### src/rtl/disk_ii_pkg.sv
// disk_ii_pkg: shared soft-switch offsets, types and the stepper direction rule
// for the Disk II controller.
package disk_ii_pkg;
  localparam logic [3:0] PH0   = 4'h0;
  localparam logic [3:0] PH1   = 4'h2;
  localparam logic [3:0] PH2   = 4'h4;
  localparam logic [3:0] PH3   = 4'h6;
  localparam logic [3:0] MOTOR = 4'h8;
  localparam logic [3:0] SEL   = 4'hA;
  localparam logic [3:0] Q6    = 4'hC;
  localparam logic [3:0] Q7    = 4'hE;
  localparam int HT_MAX_DEF = 68;
  localparam int HT_W_DEF   = 7;
  typedef logic [HT_W_DEF-1:0] ht_t;
  typedef enum logic [1:0] {STEP_HOLD, STEP_UP, STEP_DN} step_dir_e;
  typedef enum logic [1:0] {M_OFF, M_ON, M_SPIN} motor_e;
  function automatic logic sw_hit(input logic [3:0] a, input logic [3:0] off);
    return a[3:1] == off[3:1];
  endfunction
  // The magnet ahead of or behind the current position pulls the head one half-track.
  function automatic step_dir_e step_dir(input logic [3:0] ph, input logic [1:0] p);
    logic [1:0] u, d;
    u = p + 2'd1;
    d = p + 2'd3;
    return (ph[u] & ~ph[d]) ? STEP_UP : (ph[d] & ~ph[u]) ? STEP_DN : STEP_HOLD;
  endfunction
endpackage

### src/rtl/disk_ii_head_stepper.sv
// disk_ii_head_stepper: half-track position of one drive, stepped by the phase
// magnets, saturating at 0 and HT_MAX.
module disk_ii_head_stepper
  import disk_ii_pkg::*;
#(
  parameter int HT_MAX = HT_MAX_DEF,
  parameter int HT_W   = HT_W_DEF
) (
  input  logic            clk_logic,
  input  logic            system_reset_n,
  input  logic [3:0]      phases_i,
  input  logic            step_en_i,
  output logic [HT_W-1:0] ht_o
);
  logic [HT_W-1:0] ht_q, ht_d;
  step_dir_e dir;
  always_comb begin
    dir = step_dir(phases_i, ht_q[1:0]);
    ht_d = ht_q;
    if (step_en_i && dir == STEP_UP && ht_q < HT_W'(HT_MAX)) ht_d = ht_q + HT_W'(1);
    if (step_en_i && dir == STEP_DN && ht_q != '0) ht_d = ht_q - HT_W'(1);
  end
  always_ff @(posedge clk_logic or negedge system_reset_n)
    if (!system_reset_n) ht_q <= '0;
    else ht_q <= ht_d;
  assign ht_o = ht_q;
endmodule

### src/rtl/disk_ii_ctrl_n.sv
// disk_ii_ctrl_n: Disk II soft-switch decode, motor spindown, per-drive head
// tracking and read/sense/write data latch for up to four drives.
module disk_ii_ctrl_n
  import disk_ii_pkg::*;
#(
  parameter int NUM_DRIVES      = 2,
  parameter int SPINDOWN_CYCLES = 14000000,
  parameter int HT_MAX          = HT_MAX_DEF,
  parameter int HT_W            = HT_W_DEF,
  localparam int SW = NUM_DRIVES > 1 ? $clog2(NUM_DRIVES) : 1,
  localparam int CW = $clog2(SPINDOWN_CYCLES + 1)
) (
  input  logic                  clk_logic,
  input  logic                  system_reset_n,
  input  logic                  dev_sel_stb_i,
  input  logic [3:0]            addr_i,
  input  logic                  rw_n_i,
  input  logic [7:0]            data_i,
  input  logic                  bank_i,
  input  logic                  nib_valid_i,
  input  logic [7:0]            nib_i,
  input  logic [NUM_DRIVES-1:0] wp_i,
  output logic [7:0]            data_o,
  output logic                  rd_en_o,
  output logic [SW-1:0]         drive_sel_o,
  output logic [NUM_DRIVES-1:0] motor_on_o,
  output logic [HT_W-1:0]       half_track_o,
  output logic                  wr_valid_o,
  output logic [7:0]            wr_nib_o,
  output logic                  write_mode_o
);
  logic [3:0]    phase_q, phase_d;
  logic [SW-1:0] sel_q, sel_d;
  logic          q6_q, q6_d, q7_q, q7_d;
  logic [7:0]    latch_q, latch_d;
  logic          step_en_q, wr_valid_q;
  logic [7:0]    wr_nib_q;
  motor_e        st_q, st_d;
  logic [CW-1:0] cnt_q, cnt_d;
  logic          sw_ph, sw_mot, motor, rd_lat, wr_go;
  logic [1:0]    sel_idx;
  logic [HT_W-1:0] ht [NUM_DRIVES];

  assign sw_ph   = dev_sel_stb_i & ~addr_i[3];
  assign sw_mot  = dev_sel_stb_i & sw_hit(addr_i, MOTOR);
  assign sel_idx = {bank_i & (NUM_DRIVES > 2), addr_i[0]};
  assign motor   = st_q != M_OFF;

  // q6_d/q7_d double as the effective Q6/Q7 seen by the access in flight.
  always_comb begin
    phase_d = phase_q;
    if (sw_ph) phase_d[addr_i[2:1]] = addr_i[0];
    sel_d  = (dev_sel_stb_i && sw_hit(addr_i, SEL) && 32'(sel_idx) < NUM_DRIVES) ? SW'(sel_idx) : sel_q;
    q6_d   = (dev_sel_stb_i && sw_hit(addr_i, Q6)) ? addr_i[0] : q6_q;
    q7_d   = (dev_sel_stb_i && sw_hit(addr_i, Q7)) ? addr_i[0] : q7_q;
    rd_lat = dev_sel_stb_i & ~q6_d & ~q7_d;
    latch_d = nib_valid_i ? nib_i : rd_lat ? {1'b0, latch_q[6:0]} : latch_q;
    wr_go  = dev_sel_stb_i & ~rw_n_i & addr_i[0] & q6_d & q7_d & motor & ~wp_i[sel_q];
  end

  always_ff @(posedge clk_logic or negedge system_reset_n)
    if (!system_reset_n) begin
      phase_q    <= '0;
      sel_q      <= '0;
      q6_q       <= 1'b0;
      q7_q       <= 1'b0;
      latch_q    <= '0;
      step_en_q  <= 1'b0;
      wr_valid_q <= 1'b0;
      wr_nib_q   <= '0;
    end else begin
      phase_q    <= phase_d;
      sel_q      <= sel_d;
      q6_q       <= q6_d;
      q7_q       <= q7_d;
      latch_q    <= latch_d;
      step_en_q  <= sw_ph & motor;
      wr_valid_q <= wr_go;
      wr_nib_q   <= wr_go ? data_i : wr_nib_q;
    end

  always_ff @(posedge clk_logic or negedge system_reset_n)
    if (!system_reset_n) begin
      st_q  <= M_OFF;
      cnt_q <= '0;
    end else begin
      st_q  <= st_d;
      cnt_q <= cnt_d;
    end

  always_comb begin
    st_d  = st_q;
    cnt_d = cnt_q;
    if (sw_mot && addr_i[0]) begin
      st_d  = M_ON;
      cnt_d = '0;
    end else if (sw_mot && st_q == M_ON) begin
      st_d  = M_SPIN;
      cnt_d = CW'(SPINDOWN_CYCLES - 1);
    end else if (st_q == M_SPIN) begin
      st_d  = cnt_q == '0 ? M_OFF : M_SPIN;
      cnt_d = cnt_q == '0 ? '0 : cnt_q - CW'(1);
    end
  end

  always_comb begin
    motor_on_o = motor ? NUM_DRIVES'(1) << sel_q : '0;
    data_o     = !dev_sel_stb_i ? 8'h00 : rd_lat ? latch_q : (q6_d & ~q7_d) ? {wp_i[sel_q], 7'b0} : 8'h00;
  end

  for (genvar g = 0; g < NUM_DRIVES; g++) begin : g_drv
    disk_ii_head_stepper #(.HT_MAX(HT_MAX), .HT_W(HT_W)) u_step (
      .clk_logic      (clk_logic),
      .system_reset_n (system_reset_n),
      .phases_i       (phase_q),
      .step_en_i      (step_en_q && sel_q == SW'(g)),
      .ht_o           (ht[g])
    );
  end

  assign rd_en_o      = dev_sel_stb_i & rw_n_i;
  assign drive_sel_o  = sel_q;
  assign half_track_o = ht[sel_q];
  assign wr_valid_o   = wr_valid_q;
  assign wr_nib_o     = wr_nib_q;
  assign write_mode_o = q7_q;
endmodule
### config.mk
export PLATFORM = sky130hd
export DESIGN_NAME = disk_ii_ctrl_n
export DESIGN_NICKNAME = d
export VERILOG_FILES = /design/src/rtl/disk_ii_pkg.sv /design/src/rtl/disk_ii_head_stepper.sv /design/src/rtl/disk_ii_ctrl_n.sv
export SDC_FILE = /design/constraint.sdc
export NUM_CORES = 1
export LEC_CHECK = 0
export ABC_AREA = 1
export CAP_MARGIN = 10
export CORE_UTILIZATION = 52
export CTS_BUF_LIST = sky130_fd_sc_hd__clkbuf_8
export DETAILED_ROUTE_END_ITERATION = 8
export GPL_TIMING_DRIVEN = 0
export PLACE_DENSITY = 0.79
export SETUP_SLACK_MARGIN = 0.02
export SYNTH_ARGS = -nofsm -noshare
export SYNTH_HDL_FRONTEND = slang
export SYNTH_SLANG_ARGS = --single-unit
### constraint.sdc
create_clock -name clk_logic -period 2.4 [get_ports clk_logic]
set_input_delay 0.6 -clock clk_logic [delete_from_list [all_inputs] [get_ports clk_logic]]
set_output_delay 0.6 -clock clk_logic [all_outputs]
set_load 0.1 [all_outputs]
==> metrics <==
Placer Congestion ~0.90; Final setup viols 0; WP data required between 1.5 and 2 ns; critical path type primary input to primary output; syn_nets 633; Arr. time, crit path about 1.8 ns; Syn Std Cell Area 0.00419 sq mm; total power 7.04 mW; largest net degree at the start of global routing 66; cell chain of the critical path buf_12, inv_8, nor2_4, nand2_4, nand2_2, o21ai_4, or2_4, nor2_4, buf_12; Stages on worst setup path 9; clock-pin transition on the worst setup and hold timing paths 0.08 ns; CP max stage delay approximately 0.35 ns; Pins Over Slew Limit 0; synthesis warning total 0; RSZ-0062 raised after global routing true; Site Rows 32; CTS Buffer Depth 2; Max-cap violations 0; Routed WL per cell between 10 and 15 um; critical path's slowest cell or2_4; FF/Latch Area between 0.0015 and 0.002 sq mm; chip width 91.8 um; final wirelength between 10 and 15 mm; ANT cells 0; FILL cells around 570; GRT Overall Usage around 28%; Slew @ Worst Pin between 0.9 and 1 ns; final worst-path cycle share roughly 100%; vias per cell between 5 and 6; Final Hold Fails 0; GR Layer Usage met2 49.9%; CP startpoint kind primary input; clk root buf clkbuf_8; Vias about 4400; grt peak-use layer met2; post-synthesis register bit count between 60 and 70; clock sinks 65; CTS H-tree depth 3; Mapped Cells ~590; Critical path buffers and inverters 3; Worst R2R Path Depth 17; # hold bufs at CTS 0; # nets final 728; Pleak 2.93 nW; worst relative slew slack 34.3%; full die area 0.00842 sq mm; share of post-route cells with drive strength above 1 roughly a quarter; sequential share of the synthesized area slightly below 40%; Hold WS 0.343 ns; Skew-Pair Late Insertion Delay approximately 0.34 ns; most frequent cells in the layout 184 x nand2_1, 62 x dfrtp_1, 54 x inv_1, 54 x nor2_1, 41 x nand3_1; routing usage on met3 about 5.3%; Synth cell types 35; Detail Route Antenna Nets 0; TritonCTS clock tree yes; commonest non-fill, non-tap cell in the layout nand2_1; # IOs 57; 1st-iter DRT viols roughly 270; Core ar. 0.00777 sq mm; Layout area overhead 38.9%; first-pass GRT wire length around 19 mm; Fmax achieved approximately 420 MHz; post-DP HPWL between 7 and 8 mm; antenna violations before repair 0; count of input and output buffers 55; final core area utilization about three quarters; Worst Clk Skew around 0.0078 ns; Critical Path Fanout Max 8; Worst Hold Class primary input to async pin; Residual DRC 0; grt ovf 0; Multi-input gate area ~0.0027 sq mm; Initial Util between 50% and 60%; setup TNS 0 ns; Final min period about 2.4 ns; vias in the first global route just over 4000; Die H 91.8 um; CP top delay family simple AND/OR/NAND/NOR gates; pwr/cell area approximately 1200 mW/mm^2; Worst IR Drop VDD about 0.0006 V; status completed; Worst setup EP type primary output; Post-Syn Area per Cell 7.12 sq um; Num CTS Buffers 9; M1 GR Usage between 30% and 40%; DRT Pass-1 Iters 5
## synthesized netlist by cell type
cell type,number,area (sq um)
nor2_4,3,33.8
nor2_1,68,255
o211ai_1,1,7.51
o21ai_0,40,200
ha_1,14,175
clkbuf_2,1,5.00
a21o_1,2,15.0
a31oi_1,6,37.5
nor3_1,3,15.0
buf_2,1,5.00
or2_1,1,6.26
xor2_1,11,96.3
nand2_2,6,37.5
clkinv_2,2,10.0
nand4_1,8,50.1
clkbuf_1,3,11.3
nor2_2,4,25.0
dfrtp_1,65,1630
and2_1,2,12.5
nor3_2,1,10.0
nand3b_2,1,11.3
inv_2,1,3.75
mux2i_1,1,10.0
inv_1,64,240
clkinv_1,1,3.75
o21ai_2,8,70.1
nand3_1,43,215
a21oi_1,13,65.1
o21ai_1,3,15.0
nand2_1,199,747
buf_6,2,22.5
nand3_4,4,70.1
fa_1,2,40.0
a211oi_1,1,7.51
xnor2_1,4,35.0
## worst register-to-register path, stage by stage, from the launching register on
cell and delay [ns]:
dfrtp_1 0.38, buf_6 0.14, inv_6 0.07, ha_4 0.21, inv_2 0.08, nand2_2 0.06
nand2_1 0.09, nor2_2 0.05, nand2_4 0.12, inv_8 0.06, ha_4 0.30, nand2_2 0.08
o21ai_2 0.16, nand2_1 0.07, nand2_1 0.09, nand3_2 0.11, nand3_1 0.11, nand2_1 0.06
## per-stage QoR
step                      area (sq um)  cells  setup WS (ns)
after CTS                         5620    779        -0.0365
final                             5820    791         0.0101
after detailed placement          5020    746          -1.68
after floorplan                   4350    589         -0.153
after global routing              5820    791        -0.0766
after global placement            5030    746          -1.93
## metal layers
metal | part of all wire, % | vias to the layer above
met5 | 0 | -
met4 | 2.2 | 0
met3 | 5.5 | 27
met2 | 53 | 169
met1 | 40 | 2094
li1 | - | 2079
## state kept, by name, indices dropped and copies added, names as in the netlist
register,count
st_q,2
wr_valid_o,1
latch_q,8
step_en_q,1
cnt_q,24
g_drv.u_step.ht_o,14
phase_q,4
drive_sel_o,1
wr_nib_o,8
write_mode_o,1
q6_q,1
## where the power goes
part	internal (mW)	leakage, nW	total (mW)	switching [mW]
sequential	1.46	0.832	1.86	0.399
combinational	1.35	2.00	4.25	2.90
clock	0.479	0.101	0.927	0.448
total	3.29	2.93	7.04	3.75
## timing repair
item,4_1_cts,5_1_grt
resized for setup,206,39
pin swaps,10,25
setup buffers,17,13
gates cloned,0,0
setup endpoints to repair,37,21
## path summary, 6_finish.rpt
check	start	end	slack [ns]
min in group clk_logic	addr_i[3]	step_en_q$_DFF_PN0_	0.42
hold / removal	system_reset_n	g_drv[0].u_step.ht_o[5]$_DFFE_PN0P_	0.34
setup reg to reg	g_drv[1].u_step.ht_o[0]$_DFFE_PN0P_	g_drv[1].u_step.ht_o[6]$_DFFE_PN0P_	0.06
hold reg to reg	wr_nib_o[6]$_DFFE_PN0P_	wr_nib_o[6]$_DFFE_PN0P_	0.48
max in group asynchronous	system_reset_n	drive_sel_o$_DFFE_PN0P_	1.43
setup / recovery	addr_i[2]	data_o[2]	0.01
## layout make-up
| cell class | count | share of cell area, % |
|---|---|---|
| tap | 102 | 2.19 |
| timing repair buffer | 85 | 14.6 |
| clock inverter | 7 | 1.25 |
| multi-input combinational | 449 | 46.2 |
| sequential | 65 | 28.0 |
| buffer | 6 | 0.688 |
| clock buffer | 9 | 2.13 |
| inverter | 68 | 4.98 |
## cell families (layout without fill, tap and decap cells)
kind of cell | after synthesis | after routing | synth area share, %
AO/OA/AOI/OAI | 74 | 74 | 9.97
XOR/XNOR | 15 | 15 | 3.13
flip-flops | 65 | 65 | 38.8
adder cells (fa/ha/maj) | 16 | 16 | 5.13
buffers and inverters | 75 | 175 | 7.19
AND/OR/NAND/NOR | 343 | 343 | 35.5
multiplexers | 1 | 1 | 0.239
Note: power is estimated with default switching activity, not from simulation.
